## config.mk

```make
export PLATFORM = sky130hd
export DESIGN_NAME = pixel_stream_tx
export DESIGN_NICKNAME = d
export VERILOG_FILES = /design/src/rtl/pix_stream_pkg.sv /design/src/rtl/pix_skid_buf.sv /design/src/rtl/pixel_stream_tx.sv
export SDC_FILE = /design/constraint.sdc
export NUM_CORES = 1
export LEC_CHECK = 0
export CAP_MARGIN = 5
export CORE_MARGIN = 2
export CORE_UTILIZATION = 40
export DETAILED_ROUTE_END_ITERATION = 8
export PLACE_DENSITY = 0.72
export SLEW_MARGIN = 20
export SYNTH_ARGS = -nofsm -noshare
export SYNTH_HDL_FRONTEND = slang
export SYNTH_SLANG_ARGS = --single-unit
```

## constraint.sdc

```tcl
create_clock -name clk -period 6.3 [get_ports clk]
set_input_delay 1.89 -clock clk [delete_from_list [all_inputs] [get_ports clk]]
set_output_delay 1.89 -clock clk [all_outputs]
set_load 0.02 [all_outputs]
```

## src/rtl/pix_stream_pkg.sv

```systemverilog
// pix_stream_pkg: shared constants, FSM states, pixel+tag type and SRAM address composition
package pix_stream_pkg;
  localparam int ADDR_SZ = 20;
  localparam int PIX_W = 24;
  localparam int RAM_WIDTH = 32;
  typedef enum logic [2:0] {IDLE, START, STREAM, DRAIN, DONE} state_t;
  typedef struct packed {
    logic [23:0] data;
    logic        eol;
  } pix_t;
  function automatic logic [ADDR_SZ-1:0] pix_addr(input logic [7:0] y, input logic [7:0] x);
    return {{(ADDR_SZ-16){1'b0}}, y, x};
  endfunction
endpackage

```

## src/rtl/pix_skid_buf.sv

```systemverilog
// pix_skid_buf: output register plus a one-entry skid that catches the read landing during a stall
module pix_skid_buf
  import pix_stream_pkg::*;
(
  input  logic clk,
  input  logic rst,
  input  logic in_valid,
  input  pix_t in_pix,
  input  logic hold,
  output logic out_valid,
  output pix_t out_pix,
  output logic skid_empty
);
  pix_t out_q, out_d, skid_q, skid_d;
  logic out_v_q, out_v_d, skid_v_q, skid_v_d;
  always_comb begin
    out_v_d = hold ? out_v_q : (skid_v_q | in_valid);
    out_d = hold ? out_q : skid_v_q ? skid_q : in_valid ? in_pix : out_q;
    skid_v_d = hold & (skid_v_q | in_valid);
    skid_d = (hold & in_valid) ? in_pix : skid_q;
  end
  always_ff @(posedge clk or posedge rst)
    if (rst) begin
      out_q <= '0;
      out_v_q <= 1'b0;
      skid_q <= '0;
      skid_v_q <= 1'b0;
    end else begin
      out_q <= out_d;
      out_v_q <= out_v_d;
      skid_q <= skid_d;
      skid_v_q <= skid_v_d;
    end
  assign out_valid = out_v_q;
  assign out_pix = out_q;
  assign skid_empty = ~skid_v_q;
endmodule

```

## src/rtl/pixel_stream_tx.sv

```systemverilog
// pixel_stream_tx: reads a frame from SRAM in row-major order and emits a stallable pixel stream
module pixel_stream_tx #(
  parameter int ADDR_SZ = pix_stream_pkg::ADDR_SZ,
  parameter int PIX_W = pix_stream_pkg::PIX_W
) (
  input  logic                                clk,
  input  logic                                rst,
  input  logic                                go,
  input  logic [7:0]                          width_m1,
  input  logic [7:0]                          height_m1,
  input  logic                                hold,
  output logic                                mem_rd_en,
  output logic [ADDR_SZ-1:0]                  mem_addr,
  input  logic [pix_stream_pkg::RAM_WIDTH-1:0] mem_rdata,
  output logic                                start_out,
  output logic                                valid_out,
  output logic [PIX_W-1:0]                    data_out,
  output logic                                jump_out,
  output logic                                busy,
  output logic                                frame_done
);
  import pix_stream_pkg::*;
  state_t state_q, state_d;
  logic [7:0] x_q, x_d, y_q, y_d, wm1_q, wm1_d, hm1_q, hm1_d;
  logic fly_q, fly_d, eol_q, eol_d;
  logic rd, x_end, last, out_valid, skid_empty, unused_hi;
  pix_t rd_pix, out_pix;
  assign x_end = x_q == wm1_q;
  assign last = x_end && y_q == hm1_q;
  // the skid drains whenever hold is low, so a new read may issue in that same cycle
  assign rd = state_q == START || (state_q == STREAM && !hold);
  always_comb begin
    state_d = state_q;
    wm1_d = wm1_q;
    hm1_d = hm1_q;
    x_d = rd ? (x_end ? 8'd0 : x_q + 8'd1) : x_q;
    y_d = (rd && x_end) ? y_q + 8'd1 : y_q;
    fly_d = rd;
    eol_d = x_end;
    case (state_q)
      IDLE: if (go) begin
        state_d = START;
        wm1_d = width_m1;
        hm1_d = height_m1;
        x_d = 8'd0;
        y_d = 8'd0;
      end
      START: state_d = last ? DRAIN : STREAM;
      STREAM: if (rd && last) state_d = DRAIN;
      DRAIN: if (!fly_q && skid_empty && !(out_valid && hold)) state_d = DONE;
      default: state_d = IDLE;
    endcase
  end
  always_ff @(posedge clk or posedge rst)
    if (rst) begin
      state_q <= IDLE;
      x_q <= '0;
      y_q <= '0;
      wm1_q <= '0;
      hm1_q <= '0;
      fly_q <= 1'b0;
      eol_q <= 1'b0;
    end else begin
      state_q <= state_d;
      x_q <= x_d;
      y_q <= y_d;
      wm1_q <= wm1_d;
      hm1_q <= hm1_d;
      fly_q <= fly_d;
      eol_q <= eol_d;
    end
  assign rd_pix = '{data: mem_rdata[23:0], eol: eol_q};
  assign unused_hi = ^mem_rdata[31:24];
  pix_skid_buf u_skid (
    .clk(clk),
    .rst(rst),
    .in_valid(fly_q),
    .in_pix(rd_pix),
    .hold(hold),
    .out_valid(out_valid),
    .out_pix(out_pix),
    .skid_empty(skid_empty)
  );
  assign mem_rd_en = rd;
  assign mem_addr = ADDR_SZ'(pix_addr(y_q, x_q));
  assign start_out = state_q == START;
  assign busy = state_q != IDLE;
  assign frame_done = state_q == DONE;
  assign valid_out = out_valid;
  assign data_out = PIX_W'(out_pix.data);
  assign jump_out = out_valid & out_pix.eol;
endmodule
```

==> results of run 1 <==
## tightest hold or removal path: stages, from the launching register on
cell,delay [ns]
dfrtp_1,0.35
nand2_1,0.05
o21ai_0,0.06
## cells by family (layout without fill, tap and decap cells)
logic type,count (synthesis),count (layout)
simple gates,84,84
xor+xnor,25,25
buf+inv,51,117
fa+ha+maj,2,2
flops,89,89
compound gates,41,41
other cells,1,4
mux,70,70
## worst paths after layout
path / startpoint / depth (start not counted) / slack [ns] / end
min: u_skid.out_pix[20] / 2 / 0.48 / u_skid.out_pix[20]
min reg2reg: u_skid.out_pix[20] / 2 / 0.48 / u_skid.out_pix[20]
max reg2reg: state_q[1] / 4 / 3.92 / x_q[2]
min in group asynchronous: rst / 2 / 1.94 / x_q[1]
max in group asynchronous: rst / 3 / 3.28 / u_skid.skid_q[3]
max: hold / 4 / 0.77 / mem_rd_en
## state kept, by name, indices dropped and copies added, names as in the netlist
name	count
eol_q	1
fly_q	1
hm1_q	8
state_q	3
u_skid.out_pix	25
u_skid.out_valid	1
u_skid.skid_q	25
u_skid.skid_v_q	1
wm1_q	8
x_q	8
y_q	8
## per-stage QoR
stage / utilization, % / hold WS, ns
6_report: 51.5 / 0.480
5_1_grt: 51.5 / 0.515
4_1_cts: 51.5 / 0.489
3_5_place_dp: 49.1 / 0.470
3_3_place_gp: 49.1 / 0.457
2_1_floorplan: - / 0.442
## layout make-up
type | count | area, um2
fillers | 961 | 4990
clock buffers | 9 | 124
flip-flops and latches | 89 | 2230
repair buffers | 93 | 921
inverters | 8 | 31.3
well taps | 136 | 170
multi-input cells | 226 | 1700
clock inverters | 7 | 118
## layer usage
| metal | track usage (%) | share of wire [%] | routed length (um) | vias to the layer above |
|---|---|---|---|---|
| met4 | 4.82 | 1.2 | 99 | 0 |
| met5 | 0 | 0 | 0 | - |
| met1 | 20.9 | 45 | 3740 | 1364 |
| met2 | 24.7 | 47 | 3940 | 76 |
| li1 | - | - | - | 1336 |
| met3 | 4.50 | 7.0 | 582 | 11 |
## layout by cell type (no fill, tap or decap), types with 5 or more instances in the layout
cell             netlist  layout
inv_1                  8       7
nand4_1                7       7
nand2_1               30      30
o21ai_0               27      27
mux2i_1               28      28
clkdlybuf4s50_1        0      89
mux2_2                41      41
a21oi_1                5       5
xor2_1                 9       9
nor2_1                18      18
dfrtp_1               89      89
clkbuf_8               0       9
xnor2_1               16      16
## power groups by stage
stage | registers, uW | clock network (uW) | logic, uW
finish | 991 | 471 | 952
global route | 1020 | 514 | 1050
CTS | 992 | 485 | 969
detailed placement | 1000 | 0 | 967
global placement | 990 | 0 | 943
floorplan | 980 | 0 | 722
==> run_results.csv, run 1 <==
group,metric,value,unit
worst_setup_path,worstSetupStartpointType,"input port",
route,vias_per_cell,4.91,
timing,setup_viol_count_final,0,
logic_synthesis,synthTopCellsByCount,"89 x dfrtp_1, 41 x mux2_2, 30 x nand2_1",
clocking,ctsResizeCount,0,
logic_synthesis,synth_edf_count,0,
power_and_ir_drop,ir_worst_vdd,0.000194,V
logic_synthesis,synth.area.mux_share,17.9,%
finish,fin_cells,568,
timing,rsz0062_at_grt,"no",
status,status,"completed",
timing,period_needed,5.53,ns
clocking,cts-root-buf,"clkbuf_8",
worst_setup_path,crit_family,"buffers and inverters",
timing,finalClockSkew,0.0114,ns
logic_synthesis,synth_area_per_cell,11.6,um2
floorplan,fp.dieW,107,um
floorplan,die_area,11400,um2
finish,drive_gt1_share,16.2,%
global_route,grt_max_degree,51,
logic_synthesis,synth_top_area_share,52.8,%
global_route,grt_antenna_before_repair,0,
worst_setup_path,max_stage_delay,0.65,ns
timing,tns,0,ns
timing,drv_slew,0,
floorplan,start_util,41.0,%
worst_setup_path,worst_ep_arrival_time,3.64,ns
logic_synthesis,syn_area,4220,um2
power_and_ir_drop,total_power,2410,uW
global_route,grt_pass1_wl,14.1,mm
worst_setup_path,crit_path_end_kind,"output port",
logic_synthesis,synth_compound_area_share,5.70,%
logic_synthesis,synth_top_family_by_area,"multiplexers",
logic_synthesis,yosysMostFrequentCell,"dfrtp_1",
worst_setup_path,crit_fanout,7,
power_and_ir_drop,pwr-share-seq,41.0,%
min_path,worstHoldPathType,"register to register",
floorplan,row_count,37,
worst_setup_path,worstSetupPathType,"input port to output port",
clocking,clk_latency,0.36,ns
clocking,max-clock-path-buffers,2,
power_and_ir_drop,combPwrFrac,39.5,%
logic_synthesis,yosys-top-cells-area,"dfrtp_1 53%, mux2_2 11%, mux2i_1 6.6%",
route,drt_iter0_markers,72,
power_and_ir_drop,power_leakage,0.00223,uW
placement,portBuffers,89,
route,totalWireLength,8.37,mm
global_route,grt_pass1_vias,2868,
placement,dp.cells,552,
logic_synthesis,synth-seq-area-share,52.8,%
power_and_ir_drop,sw_frac_of_total,34.6,%
placement,gp_congestion,0.763,
placement,place_area,5050,um2
floorplan,core-area,10300,um2
global_route,track_usage,15.6,%
route,wire_per_inst,14.7,um
global_route,grt_overflow,0,
worst_setup_path,path_cells,"clkdlybuf4s50_1, or3b_4, a21oi_4, clkdlybuf4s50_1",
route,vias,2787,
clocking,postCtsHoldBufs,0,
power_and_ir_drop,clock_power_share,19.5,%
clocking,cts_tree,"done",
logic_synthesis,ys.flop_type,"dfrtp_1",
route,ant_nets,0,
timing,max_slew.worst_pin.slew,1.09,ns
placement,hpwl,5.71,mm
timing,setup_slack,0.773,ns
clocking,post_cts.repair.setup_buffers,0,
logic_synthesis,synthXorXnorAreaFrac,5.19,%
placement,dp_slack,0.748,ns
clocking,path_clk_slew,0.08,ns
worst_setup_path,cp.required,4.41,ns
worst_setup_path,path_buf_inv,2,
route,route.detailed.drc,0,
logic_synthesis,postSynthCellCount,363,
finish,finalInstanceArea,5290,um2
timing,final-hold-violation-count,0,
power_and_ir_drop,switchingPower,835,uW
timing,fmax,181,MHz
clocking,h-tree-depth,3,
finish,area_growth,25.5,%
worst_setup_path,crit_slowest_cell,"clkdlybuf4s50_1",
floorplan,io_pins,102,
timing,slew_headroom,27.6,%
logic_synthesis,async_reset_ff_share,100,%
logic_synthesis,synth_fa_ha_area_share,0.593,%
worst_setup_path,worst_path_most_repeated_cell,"clkdlybuf4s50_1",
logic_synthesis,synth_area_leader_cell,"dfrtp_1",
finish,nNetsFinal,481,
logic_synthesis,ys_ff_latch,89,
clocking,cts_sinks,89,
run,cap_violations,0,
clocking,cts_buffers,9,
power_and_ir_drop,p_int,1580,uW
route,first_pass_iters,4,
timing,min_period_over_period,87.7,%
logic_synthesis,synthSimpleGateAreaFrac,10.4,%
finish,diodes,0,
logic_synthesis,yosys_warnings,0,
floorplan,die_h,107,um
logic_synthesis,yosysUniqueCellTypes,41,
power_and_ir_drop,power_density,456,nW/um2
Note: power is estimated with default switching activity, not from simulation.
==> run 2: changes to the inputs <==
CTS_CLUSTER_DIAMETER = 40   (was default)
REMOVE_ABC_BUFFERS = 1   (was default)
==> run_results.csv, run 2 (synthesis gave the netlist of run 1 again) <==
group,metric,value,unit
route,drt_iter0_markers,42,
route,vias_per_cell,4.87,
finish,final_cell_mix,"89 x dfrtp_1, 89 x clkdlybuf4s50_1, 41 x mux2_2",
global_route,grtUsageMet1,18.8,%
clocking,path_clk_slew,0.08,ns
global_route,grt_max_degree,52,
global_route,grt_antenna_before_repair,0,
clocking,h-tree-depth,3,
clocking,post_cts.repair.setup_buffers,0,
worst_setup_path,rrSetupSlack,4.10,ns
power_and_ir_drop,switchingPower,832,uW
route,totalWireLength,8.15,mm
worst_setup_path,worstSetupPathType,"input port to output port",
power_and_ir_drop,power_density,444,nW/um2
worst_setup_path,worst_ep_arrival_time,3.63,ns
worst_setup_path,cp.required,4.41,ns
timing,period_needed,5.52,ns
clocking,max-clock-path-buffers,2,
placement,hpwl,5.60,mm
clocking,cts_buffers,9,
floorplan,io_pins,102,
timing,max_slew.worst_pin.slew,0.937,ns
timing,drv_slew,0,
floorplan,row_count,37,
finish,nNetsFinal,481,
finish,drive_gt1_share,16.0,%
global_route,grt_overflow,0,
global_route,grt_pass1_wl,13.4,mm
global_route,grt.busiest_layer,"met2",
route,ant_nets,0,
global_route,grt_pass1_vias,2753,
timing,rsz0062_at_grt,"no",
timing,setup_viol_count_final,0,
worst_setup_path,worstSetupStartpointType,"input port",
global_route,track_usage,14.9,%
status,status,"completed",
route,route.detailed.drc,0,
floorplan,die_h,107,um
clocking,cts_tree,"done",
placement,gp_congestion,0.776,
power_and_ir_drop,total_power,2330,uW
clocking,ctsResizeCount,0,
power_and_ir_drop,power_leakage,0.00220,uW
worst_setup_path,crit_fanout,7,
global_route,grtUsageMet2,24.8,%
run,cap_violations,0,
clocking,postCtsHoldBufs,0,
timing,final-hold-violation-count,0,
floorplan,fp.dieW,107,um
power_and_ir_drop,p_int,1500,uW
clocking,cts-root-buf,"clkbuf_8",
route,vias,2765,
power_and_ir_drop,ir_worst_vdd,0.000163,V
route,wire_per_inst,14.3,um
power_and_ir_drop,pwr-share-seq,42.5,%
clocking,clk_latency,0.35,ns
floorplan,start_util,41.0,%
floorplan,core-area,10300,um2
power_and_ir_drop,combPwrFrac,41.0,%
min_path,worstHoldPathType,"register to register",
timing,tns,0,ns
route,first_pass_iters,4,
timing,slew_headroom,37.3,%
finish,area_growth,24.5,%
worst_setup_path,crit_path_end_kind,"output port",
finish,diodes,0,
power_and_ir_drop,clock_power_share,16.5,%
placement,portBuffers,89,
timing,finalClockSkew,0.00863,ns
power_and_ir_drop,sw_frac_of_total,35.7,%
timing,min_period_over_period,87.6,%
floorplan,die_area,11400,um2
timing,fmax,181,MHz
clocking,cts_sinks,89,
global_route,gr-usage-met3,4.56,%
-- run 2: cell count changes in the layout (fill, tap and decap cells not counted), sizes merged --
| cell | before | now |
|---|---|---|
| clkinv | 4 | 3 |
| bufinv | 3 | 1 |
| clkbuf | 9 | 10 |
| clkinvlp | 0 | 2 |
-- run 2: final timing paths --
check,startpoint,cells after the start,end
min in group asynchronous,rst,2,x_q[1]
hold reg to reg,u_skid.out_pix[0],2,u_skid.out_pix[0]
setup reg to reg,state_q[1],6,x_q[7]
hold / removal,u_skid.out_pix[0],2,u_skid.out_pix[0]
max in group asynchronous,rst,3,u_skid.out_pix[18]
setup / recovery,hold,4,mem_rd_en
-- run 2: routing by layer --
layer,vias to the layer above,wire length (um)
li1,1335,-
met1,1338,3700
met2,82,3800
met3,10,554
met4,0,89
met5,-,0
-- run 2: final cells by class --
type	count	area, um2
Inverter	8	31.3
Tap cell	136	170
Clock inverter	6	67.6
Multi-Input combinational cell	226	1710
Sequential cell	89	2230
Fill cell	921	5030
Timing Repair Buffer	93	921
Clock buffer	10	128
-- run 2: metrics by stage --
step,hold WS (ns),worst slack [ns],utilization (%),std cells,area [um2]
after floorplan,0.442,1.79,-,323,3950
after global routing,0.507,0.715,51.1,568,5250
after detailed placement,0.467,0.785,49.1,552,5050
after global placement,0.454,0.790,49.1,552,5050
final,0.478,0.780,51.1,568,5250
after CTS,0.487,0.774,51.0,568,5250
-- run 2: power groups by stage --
stage	combinational (uW)	sequential, uW	clock (uW)
2_1_floorplan	474	1100	0
3_3_place_gp	943	987	0
3_5_place_dp	968	1000	0
4_1_cts	970	991	401
5_1_grt	1040	1030	425
6_report	956	990	385
-- run 2: critical path, cell delays in order --
cell	delay, ns
clkdlybuf4s50_1	0.51
or3b_4	0.44
a21oi_4	0.17
clkdlybuf4s50_1	0.62
==> run 3: changes to the inputs <==
CELL_PAD_IN_SITES_DETAIL_PLACEMENT = 1   (was default)
CELL_PAD_IN_SITES_GLOBAL_PLACEMENT = 1   (was default)
PLACE_DENSITY = 0.87   (was 0.72)
==> run_results.csv, run 3 (synthesis gave the netlist of run 1 again) <==
group,metric,value,unit
floorplan,core-area,10300,um2
global_route,grt_pass1_vias,3141,
min_path,worstHoldPathType,"register to register",
power_and_ir_drop,p_int,1500,uW
run,cap_violations,0,
finish,finalInstanceArea,5250,um2
clocking,cts_tree,"done",
clocking,post_cts.repair.setup_buffers,0,
placement,dp.cells,551,
power_and_ir_drop,power_density,453,nW/um2
route,wire_per_inst,16.6,um
worst_setup_path,worst_ep_arrival_time,3.67,ns
finish,fin_cells,567,
worst_setup_path,reg2reg_from,"state_q[0]",
timing,tns,0,ns
route,ant_nets,0,
worst_setup_path,endpoint,"mem_rd_en",
clocking,clk_latency,0.35,ns
power_and_ir_drop,ir_worst_vdd,0.000179,V
power_and_ir_drop,combPwrFrac,39.7,%
timing,fmax,180,MHz
power_and_ir_drop,clock_power_share,17.0,%
floorplan,row_count,37,
floorplan,die_h,107,um
finish,layout_commonest_cell,"clkdlybuf4s50_1",
timing,final-hold-violation-count,0,
route,totalWireLength,9.40,mm
placement,portBuffers,89,
timing,rsz0062_at_grt,"no",
timing,setup_viol_count_final,0,
timing,slew_headroom,30.3,%
worst_setup_path,r2r-end,"x_q[5]",
timing,finalClockSkew,0.00975,ns
worst_setup_path,r2r_cells,6,
placement,place_area,5050,um2
worst_setup_path,path_buf_inv,2,
floorplan,die_area,11400,um2
clocking,path_clk_slew,0.10,ns
global_route,grt_antenna_before_repair,0,
timing,setup_slack,0.744,ns
finish,final_cell_mix,"89 x clkdlybuf4s50_1, 88 x dfrtp_1, 41 x mux2_2",
clocking,max-clock-path-buffers,2,
worst_setup_path,crit_slowest_cell,"clkdlybuf4s50_1",
timing,min_period_over_period,88.2,%
power_and_ir_drop,pwr-share-seq,43.3,%
placement,hpwl,6.54,mm
timing,drv_slew,0,
finish,drive_gt1_share,16.5,%
worst_setup_path,cp.depth,4,
finish,diodes,0,
route,vias,2857,
worst_setup_path,rrSetupSlack,4.04,ns
clocking,cts_sinks,89,
worst_setup_path,cp.required,4.41,ns
clocking,h-tree-depth,3,
route,first_pass_iters,4,
placement,dp_slack,0.752,ns
timing,max_slew.worst_pin.slew,1.04,ns
clocking,cts-root-buf,"clkbuf_8",
route,route.detailed.drc,0,
power_and_ir_drop,power_leakage,0.00221,uW
global_route,grt_overflow,0,
worst_setup_path,worstSetupStartpointType,"input port",
route,drt_iter0_markers,63,
placement,gp_congestion,0.770,
timing,period_needed,5.56,ns
power_and_ir_drop,switchingPower,875,uW
route,vias_per_cell,5.04,
finish,nNetsFinal,480,
finish,area_growth,24.4,%
clocking,cts_buffers,9,
worst_setup_path,crit_family,"buffers and inverters",
floorplan,io_pins,102,
floorplan,start_util,41.0,%
worst_setup_path,crit_path_end_kind,"output port",
worst_setup_path,crit_start,"hold",
worst_setup_path,crit_fanout,7,
power_and_ir_drop,sw_frac_of_total,36.8,%
worst_setup_path,worstSetupPathType,"input port to output port",
clocking,postCtsHoldBufs,0,
global_route,grt_max_degree,51,
worst_setup_path,path_cells,"clkdlybuf4s50_1, or3b_4, a21oi_4, clkdlybuf4s50_1",
global_route,track_usage,17.5,%
worst_setup_path,max_stage_delay,0.65,ns
global_route,grt_pass1_wl,15.8,mm
floorplan,fp.dieW,107,um
worst_setup_path,worst_path_most_repeated_cell,"clkdlybuf4s50_1",
clocking,ctsResizeCount,0,
status,status,"completed",
## run 3: cell types whose count changed in the layout (fill, tap and decap cells not counted), sizes merged
cell | before | now
clkinv | 3 | 4
clkinvlp | 2 | 0
clkbuf | 10 | 9
buf | 4 | 3
inv | 8 | 10
## run 3: worst min-delay path by stage
stage          slack (ns)                  to               start  depth (start not counted)
6_report             0.49  u_skid.out_pix[24]  u_skid.out_pix[24]                          2
5_1_grt              0.52   u_skid.out_pix[8]   u_skid.out_pix[8]                          2
4_1_cts              0.49  u_skid.out_pix[24]  u_skid.out_pix[24]                          2
3_5_place_dp         0.47  u_skid.out_pix[24]  u_skid.out_pix[24]                          2
3_3_place_gp         0.45   u_skid.out_pix[0]   u_skid.out_pix[0]                          2
2_1_floorplan        0.44   u_skid.out_pix[0]   u_skid.out_pix[0]                          2
## run 3: area by class of cell
class	instances	area [um2]
inverters	8	31.3
clock buffers	9	124
well taps	136	170
flip-flops and latches	89	2230
repair buffers	92	913
multi-input cells	226	1700
fillers	1092	5030
clock inverters	7	77.6
## run 3: layer usage
metal  GRT usage, %  part of all wire (%)  vias to the layer above
met2           30.2                    49                       76
met3           3.59                   4.8                        9
met4           4.17                  0.88                        0
met5              0                     0                        -
met1           22.8                    45                     1443
li1               -                     -                     1329
## run 3: per-stage QoR
| stage | utilization [%] | total power (uW) | hold slack, ns |
|---|---|---|---|
| finish | 51.1 | 2380 | 0.490 |
| floorplan | - | 1580 | 0.442 |
| detailed placement | 49.1 | 2000 | 0.472 |
| global placement | 49.1 | 1930 | 0.453 |
| CTS | 51.1 | 2410 | 0.494 |
| global route | 51.1 | 2550 | 0.525 |
## run 3: worst reg2reg max path, stage by stage, from the launching register on
cell and delay, ns:
dfrtp_1 0.47, or3b_4 0.44, a21oi_4 0.16, buf_4 0.21, nor3b_4 0.42, or2_1 0.33, nor2_1 0.10
## run 3: power groups by stage
stage	Combinational, uW	Sequential (uW)	Clock [uW]
finish	943	1030	405
global route	1030	1070	442
CTS	959	1030	417
detailed placement	955	1040	0
global placement	916	1020	0
floorplan	474	1100	0
